### src/rtl/sync_fifo_pkg.sv
// Shared definitions for the synchronous FIFO: read-mode constants and width helpers.
// The optional watermark output is enabled by defining SYNC_FIFO_WATERMARK_EN.
package sync_fifo_pkg;

  localparam int FIFO_MODE_STD  = 0;
  localparam int FIFO_MODE_FWFT = 1;

  // Occupancy ranges over 0..DEPTH inclusive, hence DEPTH+1 values.
  function automatic int fifo_cnt_width(input int depth);
    return $clog2(depth + 1);
  endfunction

  function automatic int fifo_idx_width(input int depth);
    return (depth > 2) ? $clog2(depth) : 1;
  endfunction

endpackage

### src/rtl/sync_fifo_ptr.sv
// Wrap-around index counter for the FIFO: steps 0..DEPTH-1 and wraps explicitly,
// so non-power-of-two depths work.
module sync_fifo_ptr
  import sync_fifo_pkg::*;
#(
  parameter int DEPTH     = 8,
  parameter int IDX_WIDTH = fifo_idx_width(DEPTH)
) (
  input  logic                 clk,
  input  logic                 rst_n,
  input  logic                 flush,
  input  logic                 inc,
  output logic [IDX_WIDTH-1:0] idx
);

  localparam logic [IDX_WIDTH-1:0] LAST_IDX = IDX_WIDTH'(DEPTH - 1);

  logic [IDX_WIDTH-1:0] idx_reg;
  logic [IDX_WIDTH-1:0] idx_next;

  always_comb begin
    idx_next = idx_reg;
    if (flush) begin
      idx_next = '0;
    end else if (inc) begin
      idx_next = (idx_reg == LAST_IDX) ? '0 : idx_reg + IDX_WIDTH'(1);
    end
  end

  always_ff @(posedge clk or negedge rst_n) begin
    if (!rst_n) begin
      idx_reg <= '0;
    end else begin
      idx_reg <= idx_next;
    end
  end

  assign idx = idx_reg;

endmodule

### src/rtl/sync_fifo_ctrl.sv
// Single-clock FIFO with arbitrary depth, standard or FWFT read, level flags,
// sticky error flags and flush. Define SYNC_FIFO_WATERMARK_EN to add max_count.
module sync_fifo_ctrl
  import sync_fifo_pkg::*;
#(
  parameter int DATA_WIDTH = 8,
  parameter int DEPTH      = 8,
  parameter int FWFT       = FIFO_MODE_STD,
  parameter int AF_LEVEL   = DEPTH - 2,
  parameter int AE_LEVEL   = 2,
  parameter int CNT_WIDTH  = fifo_cnt_width(DEPTH)
) (
  input  logic                  clk,
  input  logic                  rst_n,
  input  logic                  flush,
  input  logic                  w_en,
  input  logic [DATA_WIDTH-1:0] data_in,
  input  logic                  r_en,
  output logic [DATA_WIDTH-1:0] data_out,
  output logic                  full,
  output logic                  empty,
  output logic                  almost_full,
  output logic                  almost_empty,
  output logic [CNT_WIDTH-1:0]  count,
  output logic                  overflow,
  output logic                  underflow
`ifdef SYNC_FIFO_WATERMARK_EN
  ,
  output logic [CNT_WIDTH-1:0]  max_count
`endif
);

  localparam int IDX_WIDTH = fifo_idx_width(DEPTH);
  localparam logic [CNT_WIDTH-1:0] DEPTH_CNT = CNT_WIDTH'(DEPTH);
  localparam logic [CNT_WIDTH-1:0] AF_CNT    = CNT_WIDTH'(AF_LEVEL);
  localparam logic [CNT_WIDTH-1:0] AE_CNT    = CNT_WIDTH'(AE_LEVEL);

  logic [DATA_WIDTH-1:0] mem [DEPTH];

  logic [IDX_WIDTH-1:0] wr_idx;
  logic [IDX_WIDTH-1:0] rd_idx;
  logic                 wr_acc;
  logic                 rd_acc;
  logic [CNT_WIDTH-1:0] count_reg;
  logic [CNT_WIDTH-1:0] count_next;
  logic                 overflow_reg;
  logic                 overflow_next;
  logic                 underflow_reg;
  logic                 underflow_next;

  // Acceptance is judged on the registered count, so a same-cycle read never
  // makes room for a write into a full FIFO (and vice versa when empty).
  assign wr_acc = w_en && !full  && !flush;
  assign rd_acc = r_en && !empty && !flush;

  always_comb begin
    count_next     = count_reg;
    overflow_next  = overflow_reg;
    underflow_next = underflow_reg;
    if (flush) begin
      count_next     = '0;
      overflow_next  = 1'b0;
      underflow_next = 1'b0;
    end else begin
      if (wr_acc && !rd_acc) begin
        count_next = count_reg + CNT_WIDTH'(1);
      end else if (rd_acc && !wr_acc) begin
        count_next = count_reg - CNT_WIDTH'(1);
      end
      if (w_en && full) begin
        overflow_next = 1'b1;
      end
      if (r_en && empty) begin
        underflow_next = 1'b1;
      end
    end
  end

  always_ff @(posedge clk or negedge rst_n) begin
    if (!rst_n) begin
      count_reg     <= '0;
      overflow_reg  <= 1'b0;
      underflow_reg <= 1'b0;
    end else begin
      count_reg     <= count_next;
      overflow_reg  <= overflow_next;
      underflow_reg <= underflow_next;
    end
  end

  sync_fifo_ptr #(
    .DEPTH     (DEPTH),
    .IDX_WIDTH (IDX_WIDTH)
  ) u_wr_ptr (
    .clk   (clk),
    .rst_n (rst_n),
    .flush (flush),
    .inc   (wr_acc),
    .idx   (wr_idx)
  );

  sync_fifo_ptr #(
    .DEPTH     (DEPTH),
    .IDX_WIDTH (IDX_WIDTH)
  ) u_rd_ptr (
    .clk   (clk),
    .rst_n (rst_n),
    .flush (flush),
    .inc   (rd_acc),
    .idx   (rd_idx)
  );

  // Storage carries no reset so it maps onto plain RAM/register resources.
  always_ff @(posedge clk) begin
    if (wr_acc) begin
      mem[wr_idx] <= data_in;
    end
  end

  generate
    if (FWFT == FIFO_MODE_FWFT) begin : g_fwft
      assign data_out = mem[rd_idx];
    end else begin : g_std
      logic [DATA_WIDTH-1:0] data_out_reg;

      always_ff @(posedge clk or negedge rst_n) begin
        if (!rst_n) begin
          data_out_reg <= '0;
        end else if (rd_acc) begin
          data_out_reg <= mem[rd_idx];
        end
      end

      assign data_out = data_out_reg;
    end
  endgenerate

`ifdef SYNC_FIFO_WATERMARK_EN
  logic [CNT_WIDTH-1:0] max_count_reg;

  always_ff @(posedge clk or negedge rst_n) begin
    if (!rst_n) begin
      max_count_reg <= '0;
    end else if (flush) begin
      max_count_reg <= '0;
    end else if (count_next > max_count_reg) begin
      max_count_reg <= count_next;
    end
  end

  assign max_count = max_count_reg;
`endif

  assign count        = count_reg;
  assign full         = (count_reg == DEPTH_CNT);
  assign empty        = (count_reg == '0);
  assign almost_full  = (count_reg >= AF_CNT);
  assign almost_empty = (count_reg <= AE_CNT);
  assign overflow     = overflow_reg;
  assign underflow    = underflow_reg;

endmodule

### config.mk
export PLATFORM = sky130hd
export DESIGN_NAME = sync_fifo_ctrl
export DESIGN_NICKNAME = d
export VERILOG_FILES = /design/src/rtl/sync_fifo_pkg.sv /design/src/rtl/sync_fifo_ptr.sv /design/src/rtl/sync_fifo_ctrl.sv
export SDC_FILE = /design/constraint.sdc
export NUM_CORES = 1
export LEC_CHECK = 0
export CAP_MARGIN = 5
export CORE_ASPECT_RATIO = 1.4
export CORE_MARGIN = 3
export CORE_UTILIZATION = 55
export CTS_CLUSTER_DIAMETER = 60
export DETAILED_ROUTE_END_ITERATION = 10
export HOLD_SLACK_MARGIN = 0.08
export PLACE_DENSITY = 0.77
export SYNTH_ARGS = -nofsm -noshare
export SYNTH_HDL_FRONTEND = slang
export SYNTH_HIERARCHICAL = 1
export SYNTH_SLANG_ARGS = --single-unit
### constraint.sdc
create_clock -name clk -period 8.4 [get_ports clk]
set_input_delay 1.68 -clock clk [delete_from_list [all_inputs] [get_ports clk]]
set_output_delay 1.68 -clock clk [all_outputs]
set_load 0.02 [all_outputs]
## Word-level counts from Yosys, hierarchy flattened

Memories as Yosys holds them, arrays and structs flattened. A register that Yosys moved wholly into a read port is not among the register bits.
Cells that the tools add are included.

- Memories kept: 1
- Register bits after elaboration: 12
- RAM bits: 64
- Word-level logic and storage cells: 50
- Output and inout bits: 18

Memories:

| memory | depth | bits a word | rd ports | clocked after memory_dff | write ports | RTL line | source |
|---|---|---|---|---|---|---|---|
| mem | 8 | 8 | 1 | 1 | 1 | sync_fifo_ctrl.sv:38 | `logic [DATA_WIDTH-1:0] mem [DEPTH];` |

- Add/subtract/negate cells: 4
- Equal/unequal tests: 3
- Reduce and logical (&&, ||, !) cells: 20
- Mux-type cells: 15
- Order comparisons: 2

Operator list:

| cell | count |
|---|---|
| two-way mux 3 bit | 6 |
| two-way mux 4 bit | 3 |
| logical AND 1 bit | 8 |
| nonzero test 2 bit | 4 |
| adder 3 x 1 -> 3 bit (second input constant) | 2 |
| equality test 3 bit (second input constant) | 2 |
| zero test 1 bit | 6 |
| two-way mux 1 bit | 6 |
| adder 4 x 1 -> 4 bit (second input constant) | 1 |
| equality test 4 bit (second input constant) | 1 |
| greater-or-equal comparator 4 x 3 -> 1 bit (second input constant) | 1 |
| <= comparator 4 x 2 -> 1 bit (second input constant) | 1 |
| zero test 4 bit | 1 |
| subtractor 4 x 1 -> 4 bit (second input constant) | 1 |
| nonzero test 3 bit | 1 |

## Longest topological paths before layout

- Depth after elaboration: 9
- Mapped depth: 8
- Gate-level depth less buffers: 8

## Cells and area by module

The synthesis kept the hierarchy.

Modules (own cells, without submodules):

| module | cells an instance | instances | area an instance (um^2) |
|---|---|---|---|
| sync_fifo_ctrl | 173 | 1 | 3160.5 |
| sync_fifo_ptr | 12 | 2 | 151.4 |

## Worst setup path before layout

OpenSTA, ideal clock, no wires.

- Path type: input -> register
- Start point: input r_en
- End point: register count_reg[3] (netlist: count[3])
- Arrival: 3306 ps
- Path buffers: 0
- Library setup time: 125 ps
- Setup slack: 4968 ps
- Stages: 7
- Required time: 8275 ps
- Path through: a2111oi_4 -> inv_1 -> ha_1 -> a21o_1 -> a21oi_1 -> mux2_1 -> a2bb2oi_1

- Cells in the longest elaborated chain, start to end: 6
- Elaborated cells between the ends (all ways): 8
- Those cells by class: 2 x mux; 6 x reduce/logical

Ends and longest elaborated chain:

| item | RTL line | source |
|---|---|---|
| start: declaration | sync_fifo_ctrl.sv:18 | `input logic r_en,` |
| logical AND 1 bit * (2 in series) | sync_fifo_ctrl.sv:54 | `assign rd_acc = r_en && !empty && !flush;` |
| zero test 1 bit | sync_fifo_ctrl.sv:65 | `if (wr_acc && !rd_acc) begin` |
| logical AND 1 bit | sync_fifo_ctrl.sv:65 |  |
| two-way mux 4 bit | sync_fifo_ctrl.sv:65 |  |
| two-way mux 4 bit | sync_fifo_ctrl.sv:60 | `if (flush) begin` |
| end signal: assignment | sync_fifo_ctrl.sv:85 | `count_reg <= count_next;` |
| end: declaration | sync_fifo_ctrl.sv:44 | `logic [CNT_WIDTH-1:0] count_reg;` |

Mark *: on every way between the ends. The rest lies on a longest branch, timed or not.
A chain may end at the register's enable or synchronous reset.

## Final worst setup path

- Start point: input flush
- End point: register count_reg[3] (netlist: count[3])

- Cells in the longest elaborated chain, start to end: 6
- Elaborated cells between the ends (all ways): 10
- Those cells by class: 2 x mux; 8 x reduce/logical

Ends and longest elaborated chain:

| item | RTL line | source |
|---|---|---|
| start: declaration | sync_fifo_ctrl.sv:15 | `input logic flush,` |
| zero test 1 bit | sync_fifo_ctrl.sv:53, sync_fifo_ctrl.sv:54 |  |
| logical AND 1 bit | sync_fifo_ctrl.sv:54 |  |
| zero test 1 bit | sync_fifo_ctrl.sv:65 |  |
| logical AND 1 bit | sync_fifo_ctrl.sv:65 |  |
| two-way mux 4 bit | sync_fifo_ctrl.sv:65 |  |
| two-way mux 4 bit | sync_fifo_ctrl.sv:60 |  |

Parallel ways exist; a longest one is shown, timed or not.

==> results.md <==
- Status: finished, final reports clean
- Synthesized Nets: roughly 220
- Clock skew: 0.00943 ns
- Leak pwr: 1.41 nW
- Clock Latency Late Sink: 0.35 ns
- GRT Overall Usage: 0.186
- Critical path arrival: 4.24 ns
- Crit path required time: roughly 8.6 ns
- Tot Pwr: 1.09 mW
- Vias per std cell: 5.81
- WL/cell: roughly 19 um
- First-pass GRT wire length: between 9000 and 10000 um
- M2 GR Usage: 0.307
- FF+latch count, synth: 84
- Initial antenna violation count: 0
- CTS sink count: 84
- Post-CTS setup buffer count: 0
- Final hold vios: 0
- Post-CTS sizing: 0
- Cell area after synthesis: 0.00346 mm2
- Path type of the worst min-delay path: reg -> reg
- Root Buffer: clkbuf_8
- Startpoint Class: input port
- Cts hold-fix bufs: 0
- Gate Count Post-Synth: 197
- Max FFs per register: 64
- Vias in the first global route: 1851
- Most frequent cells in the layout: edfxtp_1 (64), clkdlybuf4s50_1 (30), dfrtp_1 (20), nor2_1 (18), mux4_2 (16)
- RR Endpoint: count[3]
- CP endpoint kind: flop
- Core area: 0.00599 mm2
- YS warnings: 6
- Sequential share of the synthesized area: 0.699
- Layout cell share with drive strength beyond 1: 0.191
- Die W: about 73 um
- Clock buffer depth: 2
- Largest net degree at the start of global routing: 21
- Core Rows: 33
- Global route overflow: 0
- Gp weighted congestion: approximately 0.79
- Final wirelength: 5930 um
- Syn_area_per_cell: 17.6 um2
- Die H: 99.9 um
- H-Tree Depth: 3
- ANT cells: 0
- Worst hold endpoint: underflow
- Peak VDD IR: between 0.15 and 0.2 mV
- 1st-iter DRT viols: 87
- First-pass iteration count of the detailed router: 4
- Maximum clock frequency: roughly 250 MHz
- Tmin final: roughly 4.0 ns
- Top cells by area, synth: edfxtp_1 (55%), dfrtp_1 (14%), mux4_2 (10%)
- Global routing's busiest layer: met2
- Area of the multi-input gates: 986 um2
- Final #Nets: 256
- Final Setup Violations: 0
- IO buf count: 30
- Kind of critical path: in -> reg
- Die area: 0.00730 mm2
- Critical R2R Launch: count[1]
- FILL cells: 416
- Distinct cell type count after synthesis: 31
- Clock-pin slew on the worst setup and hold paths: 0.09 ns
- DP Wirelength: 4010 um
- Via count: 1806
- Reg-to-reg setup timing slack: 5.35 ns
- Dominant cell type by area after synthesis: edfxtp_1
- CTS tree: yes
- Drt drc: 0
- Sum of negative setup slack: 0 ns
- Worst r2r path cells: 8
- Core Util, Final: 0.675
- CTS buffer count: 9
- Final Max Slew Viols: 0
- Initial core utilization: 0.578
- Leading cell type in the layout, fill and taps excluded: edfxtp_1
- Tightest Pin Transition: 1.09 ns
- Power density cells: about 270 mW/mm2
- Hold_sp: underflow
- Num ports: 31
- Max Cap Viol: 0
- RSZ-0062 raised after global routing: no
- Met3 usage: 0.0301
- Synthesis-to-finish area growth: 16.7%
- Register Area: 0.00242 mm2
- Fin crit share: 0.476
- Share of the synthesized area in the top cell type: 0.555
- Hold Path Depth: 2
- Final ANT Viol Nets: 0
- Met1 Resource Use GR: 0.237
- CP max FO: 13
- Slew headroom: 0.275
## synthesized netlist by cell type
cell type,number
fa_1,1
inv_1,7
edfxtp_1,64
nand2b_1,4
or4_4,1
mux2_1,1
or3_1,1
a21oi_1,12
a2111oi_4,1
nand2_1,4
a211oi_1,1
dfrtp_1,20
buf_1,2
clkbuf_1,3
a2bb2oi_1,1
o2111a_1,1
xor2_1,1
and3_2,1
nor3_1,4
o31a_2,2
nor4_1,1
nor2_1,18
a21o_1,1
buf_2,2
nor4b_2,1
or3b_1,2
a21oi_2,2
ha_1,6
a21o_2,1
mux4_2,16
mux2i_1,15
## layer usage
layer / vias to the layer above / wire [um]
li1: 849 / -
met1: 893 / 2370
met2: 54 / 3110
met3: 10 / 304
met4: 0 / 138
met5: - / 0
## power breakdown
| part | switching, mW | leakage (nW) | internal (mW) | total, mW |
|---|---|---|---|---|
| Combinational | 0.148 | 0.494 | 0.155 | 0.303 |
| Clock | 0.148 | 0.0921 | 0.112 | 0.260 |
| Sequential | 0.0425 | 0.825 | 0.486 | 0.529 |
| Total | 0.339 | 1.41 | 0.753 | 1.09 |
## how the worst max path moves through the flow
stage | end | from | cells past startpoint
after detailed placement | mem[1][1] | flush | 5
after floorplan | count[3] | r_en | 7
after global routing | count[3] | flush | 8
final | count[3] | flush | 8
after global placement | mem[1][5] | flush | 5
after CTS | mem[1][5] | flush | 5
## area by class of cell
type	instances	share of cell area
clock buffer	9	0.0307
tap	70	0.0217
multi-input combinational	99	0.244
clock inverter	7	0.0146
inverter	7	0.00650
sequential	84	0.600
timing repair buffer	35	0.0830
## critical path: stages
cell	delay (ns)
clkdlybuf4s50_1	0.67
a2111oi_4	0.56
inv_1	0.14
ha_1	0.30
a21o_1	0.18
a21oi_1	0.23
mux2_1	0.35
a2bb2oi_1	0.13
## cells by family after synthesis
| family | share of synthesized area |
|---|---|
| compound gates | 0.0488 |
| buf+inv | 0.0159 |
| simple gates | 0.0553 |
| flops | 0.699 |
| mux | 0.151 |
| xor+xnor | 0.00253 |
| fa+ha+maj | 0.0275 |
## metrics by stage
step                      cell area (um2)  setup slack (ns)  hold slack (ns)  instances
after floorplan                      3460              4.97            0.511        197
after global placement               3850              3.96            0.507        294
after detailed placement             3850              3.78            0.511        294
after CTS                            4040              4.15            0.532        310
after global routing                 4040              4.22            0.549        311
final                                4040              4.40            0.521        311
(Power assumes the default switching activity.)
